### config.mk
export PLATFORM = sky130hd
export DESIGN_NAME = instr_fetch
export DESIGN_NICKNAME = d
export VERILOG_FILES = /design/src/rtl/instr_fetch.sv
export SDC_FILE = /design/constraint.sdc
export NUM_CORES = 1
export LEC_CHECK = 0
export CORE_MARGIN = 2
export CORE_UTILIZATION = 40
export CTS_BUF_LIST = sky130_fd_sc_hd__clkbuf_8
export DETAILED_ROUTE_END_ITERATION = 7
export GPL_TIMING_DRIVEN = 0
export PLACE_DENSITY = 0.74
export SKIP_LAST_GASP = 1
export SYNTH_ARGS = -nofsm -noshare
export SYNTH_HDL_FRONTEND = slang
export SYNTH_SLANG_ARGS = --single-unit
### constraint.sdc
create_clock -name i_aclk -period 16.4 [get_ports i_aclk]
set_input_delay 3.28 -clock i_aclk [delete_from_list [all_inputs] [get_ports i_aclk]]
set_output_delay 3.28 -clock i_aclk [all_outputs]
set_load 0.02 [all_outputs]
### src/rtl/instr_fetch.sv
// RV32I instruction fetch: PC register, in-order imem request/grant issue, response FIFO,
// and redirect handling that discards responses to requests made before the redirect.
module instr_fetch #(
  parameter logic [31:0] RESET_PC  = 32'h0000_0000,
  parameter int          DEPTH     = 2,
  localparam int         INST_SIZE = 32
) (
  input  logic                 i_aclk,
  input  logic                 i_areset_n,
  input  logic                 i_stall,
  input  logic                 i_dec_redirect,
  input  logic [INST_SIZE-1:0] i_dec_redirect_addr,
  input  logic                 i_ex_redirect,
  input  logic [INST_SIZE-1:0] i_ex_redirect_addr,
  output logic                 o_imem_req,
  output logic [INST_SIZE-1:0] o_imem_addr,
  input  logic                 i_imem_gnt,
  input  logic                 i_imem_rvalid,
  input  logic [INST_SIZE-1:0] i_imem_rdata,
  output logic                 o_valid,
  output logic [INST_SIZE-1:0] o_instruction,
  output logic [INST_SIZE-1:0] o_pc,
  output logic [INST_SIZE-1:0] o_pcplus4
);

  localparam int AW = (DEPTH > 1) ? $clog2(DEPTH) : 1;
  localparam int CW = $clog2(DEPTH + 1);
  localparam int SW = CW + 2;
  localparam logic [6:0] NOOP_CODE = 7'b000_0000;
  localparam logic [INST_SIZE-1:0] NOOP = {{(INST_SIZE-7){1'b0}}, NOOP_CODE};

  logic [INST_SIZE-1:0] r_pc;
  logic [INST_SIZE-1:0] r_fifo_instr [DEPTH];
  logic [INST_SIZE-1:0] r_fifo_pc    [DEPTH];
  logic [AW-1:0]        r_fifo_wr;
  logic [AW-1:0]        r_fifo_rd;
  logic [CW-1:0]        r_count;
  logic [INST_SIZE-1:0] r_addr_mem   [DEPTH];
  logic [AW-1:0]        r_addr_wr;
  logic [AW-1:0]        r_addr_rd;
  logic [CW-1:0]        r_outstanding;
  logic [CW-1:0]        r_drop;

  logic                 w_redirect;
  logic [INST_SIZE-1:0] w_target;
  logic                 w_head_valid;
  logic                 w_pop;
  logic                 w_rsp_keep;
  logic                 w_rsp_drop;
  logic                 w_req;
  logic                 w_issue;
  logic                 w_gnt_cnt;
  logic [CW-1:0]        w_out_next;
  logic [SW-1:0]        w_occ;
  logic [SW-1:0]        w_lim;

  assign w_redirect   = i_dec_redirect | i_ex_redirect;
  assign w_target     = i_ex_redirect ? i_ex_redirect_addr : i_dec_redirect_addr;
  assign w_head_valid = (r_count != '0);
  assign w_pop        = w_head_valid & ~i_stall & ~w_redirect;
  assign w_rsp_keep   = i_imem_rvalid & (r_drop == '0);
  assign w_rsp_drop   = i_imem_rvalid & (r_drop != '0);

  // A slot freed this cycle (head consumed or stale response discarded) may be reused
  // by this cycle's request, which is what keeps one-per-cycle throughput at DEPTH = 2.
  always_comb begin
    w_occ = SW'(r_outstanding) + SW'(r_count);
    w_lim = SW'(DEPTH) + SW'(w_pop) + SW'(w_rsp_drop);
    w_req = i_areset_n & ~w_redirect & (w_occ < w_lim);
  end

  assign w_issue    = w_req & i_imem_gnt;
  assign w_gnt_cnt  = i_imem_gnt & (w_req | w_redirect);
  assign w_out_next = r_outstanding + CW'(w_gnt_cnt) - CW'(i_imem_rvalid);

  always_ff @(posedge i_aclk or negedge i_areset_n) begin
    if (!i_areset_n) begin
      r_pc          <= RESET_PC;
      r_outstanding <= '0;
      r_drop        <= '0;
      r_addr_wr     <= '0;
      r_addr_rd     <= '0;
      r_fifo_wr     <= '0;
      r_fifo_rd     <= '0;
      r_count       <= '0;
    end else begin
      r_outstanding <= w_out_next;
      if (w_redirect) begin
        // Everything still in flight after this edge belongs to the old path.
        r_pc      <= w_target & 32'hFFFF_FFFC;
        r_drop    <= w_out_next;
        r_addr_wr <= '0;
        r_addr_rd <= '0;
        r_fifo_wr <= '0;
        r_fifo_rd <= '0;
        r_count   <= '0;
      end else begin
        if (w_issue) begin
          r_pc      <= r_pc + 32'd4;
          r_addr_wr <= r_addr_wr + AW'(1);
        end
        if (w_rsp_drop) begin
          r_drop <= r_drop - CW'(1);
        end
        if (w_rsp_keep) begin
          r_addr_rd <= r_addr_rd + AW'(1);
          r_fifo_wr <= r_fifo_wr + AW'(1);
        end
        if (w_pop) begin
          r_fifo_rd <= r_fifo_rd + AW'(1);
        end
        r_count <= r_count + CW'(w_rsp_keep) - CW'(w_pop);
      end
    end
  end

  // Storage arrays need no reset; validity is tracked by the pointers and counters.
  always_ff @(posedge i_aclk) begin
    if (w_issue) begin
      r_addr_mem[r_addr_wr] <= r_pc;
    end
    if (w_rsp_keep && !w_redirect) begin
      r_fifo_instr[r_fifo_wr] <= i_imem_rdata;
      r_fifo_pc[r_fifo_wr]    <= r_addr_mem[r_addr_rd];
    end
  end

  assign o_imem_req    = w_req;
  assign o_imem_addr   = r_pc;
  assign o_valid       = w_head_valid;
  assign o_instruction = w_head_valid ? r_fifo_instr[r_fifo_rd] : NOOP;
  assign o_pc          = w_head_valid ? r_fifo_pc[r_fifo_rd] : '0;
  assign o_pcplus4     = w_head_valid ? (r_fifo_pc[r_fifo_rd] + 32'd4) : '0;

endmodule

After elaboration in Yosys (flattened, before gate mapping). Memory sizes are Yosys's and may differ from the RTL's. Index checks and enable logic that the tools add are counted.

Register bits: 42. RAM bits: 192. Input port bits: 103. Output and inout port bits: 130. Logic and storage cells: 68. Memories kept: 3.

Add/subtract/negate cells: 14. $lt $le $gt $ge: 1. Mux-type cells: 21. Bitwise gates (word level): 12. Reduce and logical (&&, ||, !) cells: 9.

Memory list: r_addr_mem (words 2, width 32, rd ports 1, clocked after Yosys merged registers in 0, write ports 1, RTL line 38) `logic [INST_SIZE-1:0] r_addr_mem [DEPTH];`; r_fifo_instr (words 2, width 32, rd ports 1, clocked after Yosys merged registers in 0, write ports 1, RTL line 33) `logic [INST_SIZE-1:0] r_fifo_instr [DEPTH];`; r_fifo_pc (words 2, width 32, rd ports 1, clocked after Yosys merged registers in 0, write ports 1, RTL line 34) `logic [INST_SIZE-1:0] r_fifo_pc [DEPTH];`.

Operators by type and width (count): $mux 32 (6); $add 32x3->32 const B (2); $mux 1 (12); $reduce_bool 2->1 (6); $and 1x1->1 (8); $mux 2 (3); $add 1x1->1 const B (4); $add 2x1->2 (2); $add 3x1->4 (1); $lt 3x4->1 (1); $sub 2x1->2 (2); $add 2x1->3 const A (1); $add 2x2->3 (1); $logic_not 2->1 (1); $not 1->1 (2); $or 1x1->1 (2); $sub 2x1->2 const B (1); $logic_and 1x1->1 (1); $logic_not 1->1 (1).

Depth between registers and ports, before layout. Gate-level depths: netlist of run 1.

Word-level depth: 12. Mapped depth: 17. Depth with buffers taken out: 16.

Least setup slack after synthesis of run 1. Ideal clock, no wire load.

Kind: input to register. Start point: input i_ex_redirect. End point: memory r_fifo_instr[0][0], enable pin. Library setup time: 558 ps. Data arrival time: 8279 ps. Data required time: 15842 ps. Setup slack: 7563 ps. Stages: 4. Path buffers: 2. Path through: or2_2 > clkbuf_1 > buf_1 > nor3_1.

Word-level cells in the longest chain between the ends: 5.

RTL lines: start: declaration (RTL line 13) `input logic i_ex_redirect,`; $or 1x1->1 (RTL line 57) `assign w_redirect = i_dec_redirect | i_ex_redirect;`; $logic_not 1->1 (RTL line 122) `if (w_rsp_keep && !w_redirect) begin`; $logic_and 1x1->1 (RTL line 122); $mux 1 (RTL line 122); $mux 1 (not written as such) (RTL line 123) `r_fifo_instr[r_fifo_wr] <= i_imem_rdata;`; end: declaration (RTL line 33).

No other way between the ends.

Worst setup path in the final report of run 1.
Start point: input i_dec_redirect. End point: output o_imem_req.

Word-level cells in the longest chain between the ends: 7. Elaborated cells between the ends (all ways): 8. Those cells by class: add/sub (2); order compare (1); bitwise (5).

RTL lines: start: declaration (RTL line 11) `input logic i_dec_redirect,`; $or 1x1->1 * (RTL line 57); $not 1->1 * (RTL line 60, 69); $and 1x1->1 (RTL line 60) `assign w_pop = w_head_valid & ~i_stall & ~w_redirect;`; $add 2x1->3 (RTL line 68) `w_lim = SW'(DEPTH) + SW'(w_pop) + SW'(w_rsp_drop);`; $add 3x1->4 (RTL line 68); $lt 3x4->1 (RTL line 69) `w_req = i_areset_n & ~w_redirect & (w_occ < w_lim);`; $and 1x1->1 * (RTL line 69); end: declaration (RTL line 15) `output logic o_imem_req,`.

Every way passes the cells marked *; elsewhere a longest branch is shown, timed or not.

==> impl_results.md, run 1 <==
* Crit path buf inv count at 5
* WL per Instance at 18.6 um
* Die area at 27600 sq um
* RD Place Congestion at 0.855
* CTS Root Cell: clkbuf_8
* Share of layout cells above drive strength 1 at 0.104
* Crit path time final at 10.15 ns
* Clk sinks at between 200 and 250
* Cts repair resizes at 0
* Synth Area in Compound Gates at 0.0787
* Flop2flop setup slack at 11.92 ns
* Detailed router's first-iteration violation count at roughly 580
* Area Growth Syn to Fin at 34.4%
* TritonCTS clock tree: done
* Post-synth ARST share at 0.179
* Final slew viol count at 0
* Latest clock arrival within the worst-skew pair at 0.53 ns
* Post-synth EDFFs at 184
* Slew margin rel. at 0.258
* Most frequent cells in the layout: clkdlybuf4s50_1 (221), edfxtp_1 (184), nor2_1 (132), nand2_1 (67), mux2i_1 (59)
* N_diodes at 0
* DP HPWL at 21200 um
* Final WL at 27900 um
* Max Fclk at 98.5 MHz
* Commonest non-fill, non-tap cell in the layout: clkdlybuf4s50_1
* Max FO, Critical Path at 10
* Average size of a mapped cell at around 12 sq um
* Syn. warnings at 0
* Post-synthesis sequential area ratio at 0.622
* CP required at approximately 13 ns
* Pre-antenna DRT Iters at 5
* Fin area at 14100 sq um
* Placement-stage worst setup slack at 6.21 ns
* Pwr Total at 1430 uW
* Crit path arrival time at 6.87 ns
* Final worst slack at between 6 and 7 ns
* Main synth FF type: edfxtp_1
* CP Capture Type: primary output
* Number of fill cells in the layout at 2159
* Tot GR Track Use at 0.199
* TritonCTS Buffers at 38
* Critical path's largest stage delay at 0.63 ns
* Status: finished clean
* CP max-delay cell: clkdlybuf4s50_1
* Post-synth top area cell: edfxtp_1
* Initial core utilization at 0.405
* HP Class: reg2reg
* Mapped cell area at 10500 sq um
* Clock-pin slew on the worst setup and hold paths at 0.06 ns
* First-pass GRT wire length at 43300 um
* Cts hold-fix bufs at 0
* I/O Buffers at 222
* # H-tree levels at 2
* Final period utilization at 0.619
* Clock Path Buffers at 3
* Max VDD drop at about 0.000046 V
* Cell area power density at 101 nW/um^2
* Die W at approximately 170 um
* Final net count at 1255
* Synth Area in Simple Gates at 0.134
* Placed inst area at about 13000 sq um
* Largest net degree at the start of global routing at 38
* Drt drc at 0
* Synth top area share at 0.526
* Core Region at 25900 sq um
* Rows at 59
* Count of cell types in the netlist at 64
* Final Hold Vio Count at 0
* Die Height at 166 um
* Adder-Cell Fraction of Synth Area at 0.0150
* Critical path cell sequence: clkdlybuf4s50_1, or2_2, clkbuf_1, buf_1, nor3_1, ha_1, inv_1, ha_1, nand2_1, o211a_1, and2_1, clkdlybuf4s50_1
* Area contributors post-synth: edfxtp_1 (53%), dfrtp_1 (9.5%), mux2i_1 (5.6%)
* Clock skew at around 0.017 ns
* Delay-heaviest family, CP: buffers and inverters
* I/O pins at between 200 and 250
* Post-route ant nets at 0
* Post-Syn Instances at 858
* Static leakage at 0.00495 uW
* Via density at around 5.3
* Synth Register Bits at between 200 and 250
* RSZ-0062 raised after global routing: false
* Synth Area in XOR/XNOR at 0.0334
* Via Count at 7963
* Post-CTS setup buffers at 0
* Worst Setup Path Type: in2out
* Setup violators final at 0
* Worst-Margin Slew at 1.11 ns
* Combinational family with the most area after synthesis: simple AND/OR/NAND/NOR gates
* Global route overflow at 0
* Multiplexer area fraction after synthesis at 0.0917
* Max-cap violations at 0
* Setup TNS at 0 ns
* Initial antenna violation count at 0
* Vias in the first global route at approximately 7900
* Setup crit start kind: input pin
-- area by class of cell --
class,instances,area [sq um],area share
Clock buffer,40,551,0.0390
Sequential cell,224,6530,0.463
Inverter,14,52.6,0.00373
Timing Repair Buffer,237,2400,0.170
Buffer,44,213,0.0151
Multi-Input combinational cell,581,3740,0.265
Tap cell,335,419,0.0297
Clock inverter,28,200,0.0142
-- cells in the mapped netlist, types with 18 or more instances --
cell / n
edfxtp_1: 184
nor2_1: 132
nand2_1: 67
mux2i_1: 59
dfrtp_1: 40
a21oi_1: 38
mux2_2: 33
o21ai_0: 28
clkbuf_1: 22
xor2_1: 21
nor3_1: 20
xnor2_1: 19
nand3_1: 18
-- worst paths after layout --
kind                                      start                end  cells past startpoint
worst min-delay path            o_imem_addr[13]  r_addr_mem[0][13]                      0
worst max register to register       r_count[1]   r_addr_mem[1][7]                     11
max in group asynchronous            i_areset_n          r_addr_rd                      2
worst min register to register  o_imem_addr[13]  r_addr_mem[0][13]                      0
worst max-delay path             i_dec_redirect         o_imem_req                     12
min in group asynchronous            i_areset_n   r_outstanding[0]                      1
-- where the power goes --
part	internal (uW)	leakage (uW)	switching [uW]
Combinational	118	0.00235	144
Clock	274	0.000440	213
Sequential	651	0.00215	27.5
-- registers in the layout (all words and copies together), names as in the netlist --
register / count
r_fifo_instr: 64
r_addr_mem: 60
r_fifo_pc: 60
o_imem_addr: 30
r_count: 2
r_drop: 2
r_outstanding: 2
r_addr_rd: 1
r_addr_wr: 1
r_fifo_rd: 1
r_fifo_wr: 1
-- logic make-up (layout without fill, tap and decap cells) --
group / after synthesis / after routing
simple gates: 303 / 303
flops: 224 / 224
compound gates: 128 / 128
mux: 92 / 92
buf+inv: 58 / 363
xor+xnor: 40 / 40
fa+ha+maj: 12 / 12
other cells: 1 / 6
-- metrics by stage --
| step | hold WS [ns] | cells | utilization |
|---|---|---|---|
| global route | 0.560 | 1503 | 0.544 |
| detailed placement | 0.534 | 1435 | 0.515 |
| CTS | 0.524 | 1503 | 0.544 |
| finish | 0.541 | 1503 | 0.544 |
| floorplan | 0.503 | 863 | - |
| global placement | 0.514 | 1420 | 0.508 |
-- routing by layer --
| layer | wire length, um | GRT usage | vias to the layer above | share of wire |
|---|---|---|---|---|
| met1 | 11800 | 0.255 | 3801 | 0.42 |
| met4 | 549 | 0.0582 | 0 | 0.020 |
| met3 | 2390 | 0.0524 | 49 | 0.085 |
| met2 | 13200 | 0.333 | 379 | 0.47 |
| li1 | - | - | 3734 | - |
| met5 | 0 | 0 | - | 0 |
(Power assumes the default switching activity.)
==> inputs of run 2 (changes only) <==
--- a/config.mk
+++ b/config.mk
@@ -10,7 +10,7 @@
 export CTS_BUF_LIST = sky130_fd_sc_hd__clkbuf_8
 export DETAILED_ROUTE_END_ITERATION = 7
 export GPL_TIMING_DRIVEN = 0
-export PLACE_DENSITY = 0.74
+export PLACE_DENSITY = 0.76
 export SKIP_LAST_GASP = 1
 export SYNTH_ARGS = -nofsm -noshare
 export SYNTH_HDL_FRONTEND = slang
==> constraint.sdc (replaced) <==
create_clock -name i_aclk -period 9.2 [get_ports i_aclk]
set_input_delay 1.84 -clock i_aclk [delete_from_list [all_inputs] [get_ports i_aclk]]
set_output_delay 1.84 -clock i_aclk [all_outputs]
set_load 0.02 [all_outputs]
==> run 2 against run 1 <==
Effect of this change: largest cell class unchanged; sequential power increased by 78%; hold slack worse by 0.0024 ns; power increased by 74%; routed wire length up 2.4%; highest routed layer unchanged.
==> impl_results.md, run 2 (synthesized netlist as in run 1, its figures left out) <==
* DP HPWL at 21700 um (was 21200 um)
* Tot GR Track Use at 0.203 (was 0.199)
* Non-filler cells, final at 1502 (was 1503)
* Final slew viol count at 0 (unchanged)
* Initial antenna violation count at 0 (unchanged)
* Final WL at 28600 um (was 27900 um)
* Largest regs: r_fifo_instr (64), r_addr_mem (60), r_fifo_pc (60) (unchanged)
* Cts repair resizes at 0 (unchanged)
* Rows at 59 (unchanged)
* First-pass GRT wire length at 43900 um (was 43300 um)
* Max VDD drop at 0.0000898 V (was 0.0000461 V)
* Cts hold-fix bufs at 0 (unchanged)
* # H-tree levels at 2 (unchanged)
* HP Start: o_imem_addr[13] (unchanged)
* CTS Root Cell: clkbuf_8 (unchanged)
* Die area at 27600 sq um (unchanged)
* Global route overflow at 0 (unchanged)
* RSZ-0062 raised after global routing: false (unchanged)
* Placement-stage worst setup slack at 1.93 ns (was 6.21 ns)
* Flop2flop setup slack at 4.72 ns (was 11.92 ns)
* Clock-pin slew on the worst setup and hold paths at 0.06 ns (about the same)
* Crit path time final at 7.22 ns
* Die Height at 166 um (unchanged)
* Via density at 5.31 (was 5.30)
* Reg2reg start: r_count[1] (unchanged)
* CP required at 7.36 ns (was 13.12 ns)
* Slew margin rel. at 0.257 (was 0.258)
* I/O pins at 233 (unchanged)
* Final worst slack at 1.98 ns (was 6.25 ns)
* Crit path arrival time at 5.38 ns (was 6.87 ns)
* Final period utilization at 0.785
* WL per Instance at 19.1 um (was 18.6 um)
* Final Core Density at 0.542 (was 0.544)
* HP Class: reg2reg (unchanged)
* Setup crit start kind: input pin (unchanged)
* Via Count at 7975 (was 7963)
* Latest clock arrival within the worst-skew pair at 0.54 ns (was 0.53 ns)
* Cell area power density at 177 nW/um^2 (was 101 nW/um^2)
* Worst-Margin Slew at 1.11 ns (about the same)
* TritonCTS Buffers at 37 (was 38)
* Post-Place Cells at 1435 (unchanged)
* Max Fclk at 139 MHz
* Hold Path End: r_addr_mem[0][13] (unchanged)
* Setup TNS at 0 ns (unchanged)
* Max FO, Critical Path at 10 (unchanged)
* Placed inst area at 13400 sq um (about the same)
* Final Hold Vio Count at 0 (unchanged)
* Hold Path Depth at 0 (unchanged)
* Clock skew at 0.0229 ns (was 0.0170 ns)
* TritonCTS clock tree: done (unchanged)
* Core Region at 25900 sq um (unchanged)
* Fin area at 14000 sq um (was 14100 sq um)
* Worst Setup Path Type: in2out (unchanged)
* Share of layout cells above drive strength 1 at 0.104 (about the same)
* Final net count at 1254 (was 1255)
* Max-cap violations at 0 (unchanged)
* Max reg flops at 64 (unchanged)
* Area Growth Syn to Fin at 33.8% (was 34.4%)
* Commonest non-fill, non-tap cell in the layout: clkdlybuf4s50_1 (unchanged)
* Critical R2R Capture: r_addr_mem[1][11] (was r_addr_mem[1][7])
* Post-CTS setup buffers at 0 (unchanged)
* Drt drc at 0 (unchanged)
* Clock Path Buffers at 3 (unchanged)
* Largest net degree at the start of global routing at 31 (was 38)
* Top reg by flops: r_fifo_instr (unchanged)
* Initial core utilization at 0.405 (unchanged)
* Static leakage at 0.00491 uW (was 0.00495 uW)
* Vias in the first global route at 7995 (was 7886)
* R2r worst-path depth at 11 (unchanged)
* Detailed router's first-iteration violation count at 551 (was 576)
* Die W at 166 um (unchanged)
* Pre-antenna DRT Iters at 5 (unchanged)
* Post-route ant nets at 0 (unchanged)
* Clk sinks at 224 (unchanged)
* I/O Buffers at 222 (unchanged)
* Status: finished clean (unchanged)
* Number of fill cells in the layout at 2179 (was 2159)
* RD Place Congestion at 0.858 (was 0.855)
* Most frequent cells in the layout: clkdlybuf4s50_1 (221), edfxtp_1 (184), nor2_1 (132), nand2_1 (67), mux2i_1 (59) (unchanged)
* N_diodes at 0 (unchanged)
* CP Capture Type: primary output (unchanged)
* Setup violators final at 0 (unchanged)
## run 2: cell types whose count changed in the layout (fill, tap and decap cells not counted), moves of 2 or more
cell       previous run  this run
bufinv_16             3         0
clkbuf_8             40        42
clkinv_1              3         5
inv_1                30        28
## run 2: per-stage QoR
stage / hold WS, ns / total power (uW)
detailed placement: 0.527 / 1700
CTS: 0.529 / 2510
finish: 0.539 / 2490
global route: 0.560 / 2590
global placement: 0.516 / 1680
floorplan: 0.503 / 1470
## run 2: worst max path at each step
stage               cells past startpoint           start             endpoint
floorplan                               4   i_ex_redirect   r_fifo_instr[0][0]
global placement                        5  i_dec_redirect  r_fifo_instr[0][23]
detailed placement                     12  i_dec_redirect           o_imem_req
CTS                                    12  i_dec_redirect           o_imem_req
global route                           12  i_dec_redirect           o_imem_req
finish                                 12  i_dec_redirect           o_imem_req
## run 2: critical path, cell delays in order
cell,delay [ns]
clkdlybuf4s50_1,0.53
or2_2,0.34
clkbuf_1,0.25
buf_1,0.33
nor3_1,0.45
ha_1,0.26
inv_1,0.05
ha_1,0.28
nand2_1,0.11
o211a_1,0.17
and2_1,0.13
clkdlybuf4s50_1,0.63
## run 2: routing by layer
layer,GRT usage,up-vias,wire (um),part of all wire
met5,0,-,0,0
met4,0.0476,0,421,0.015
met3,0.0529,39,2490,0.087
met2,0.349,391,13900,0.48
met1,0.256,3810,11800,0.41
li1,-,3735,-,-
## run 2: area by class of cell
type / count / area, sq um / share of cell area
well taps: 335 / 419 / 0.0298
plain buffers: 44 / 213 / 0.0151
multi-input cells: 581 / 3740 / 0.266
flip-flops and latches: 224 / 6530 / 0.465
inverters: 14 / 52.6 / 0.00374
clock buffers: 42 / 578 / 0.0411
repair buffers: 237 / 2410 / 0.171
clock inverters: 25 / 114 / 0.00810
## run 2: report_power, final
group | total [uW] | leakage, uW | switching, uW | internal (uW)
registers | 1210 | 0.00215 | 50.0 | 1160
clock network | 809 | 0.000405 | 389 | 420
logic | 467 | 0.00236 | 257 | 210
total | 2490 | 0.00491 | 696 | 1790
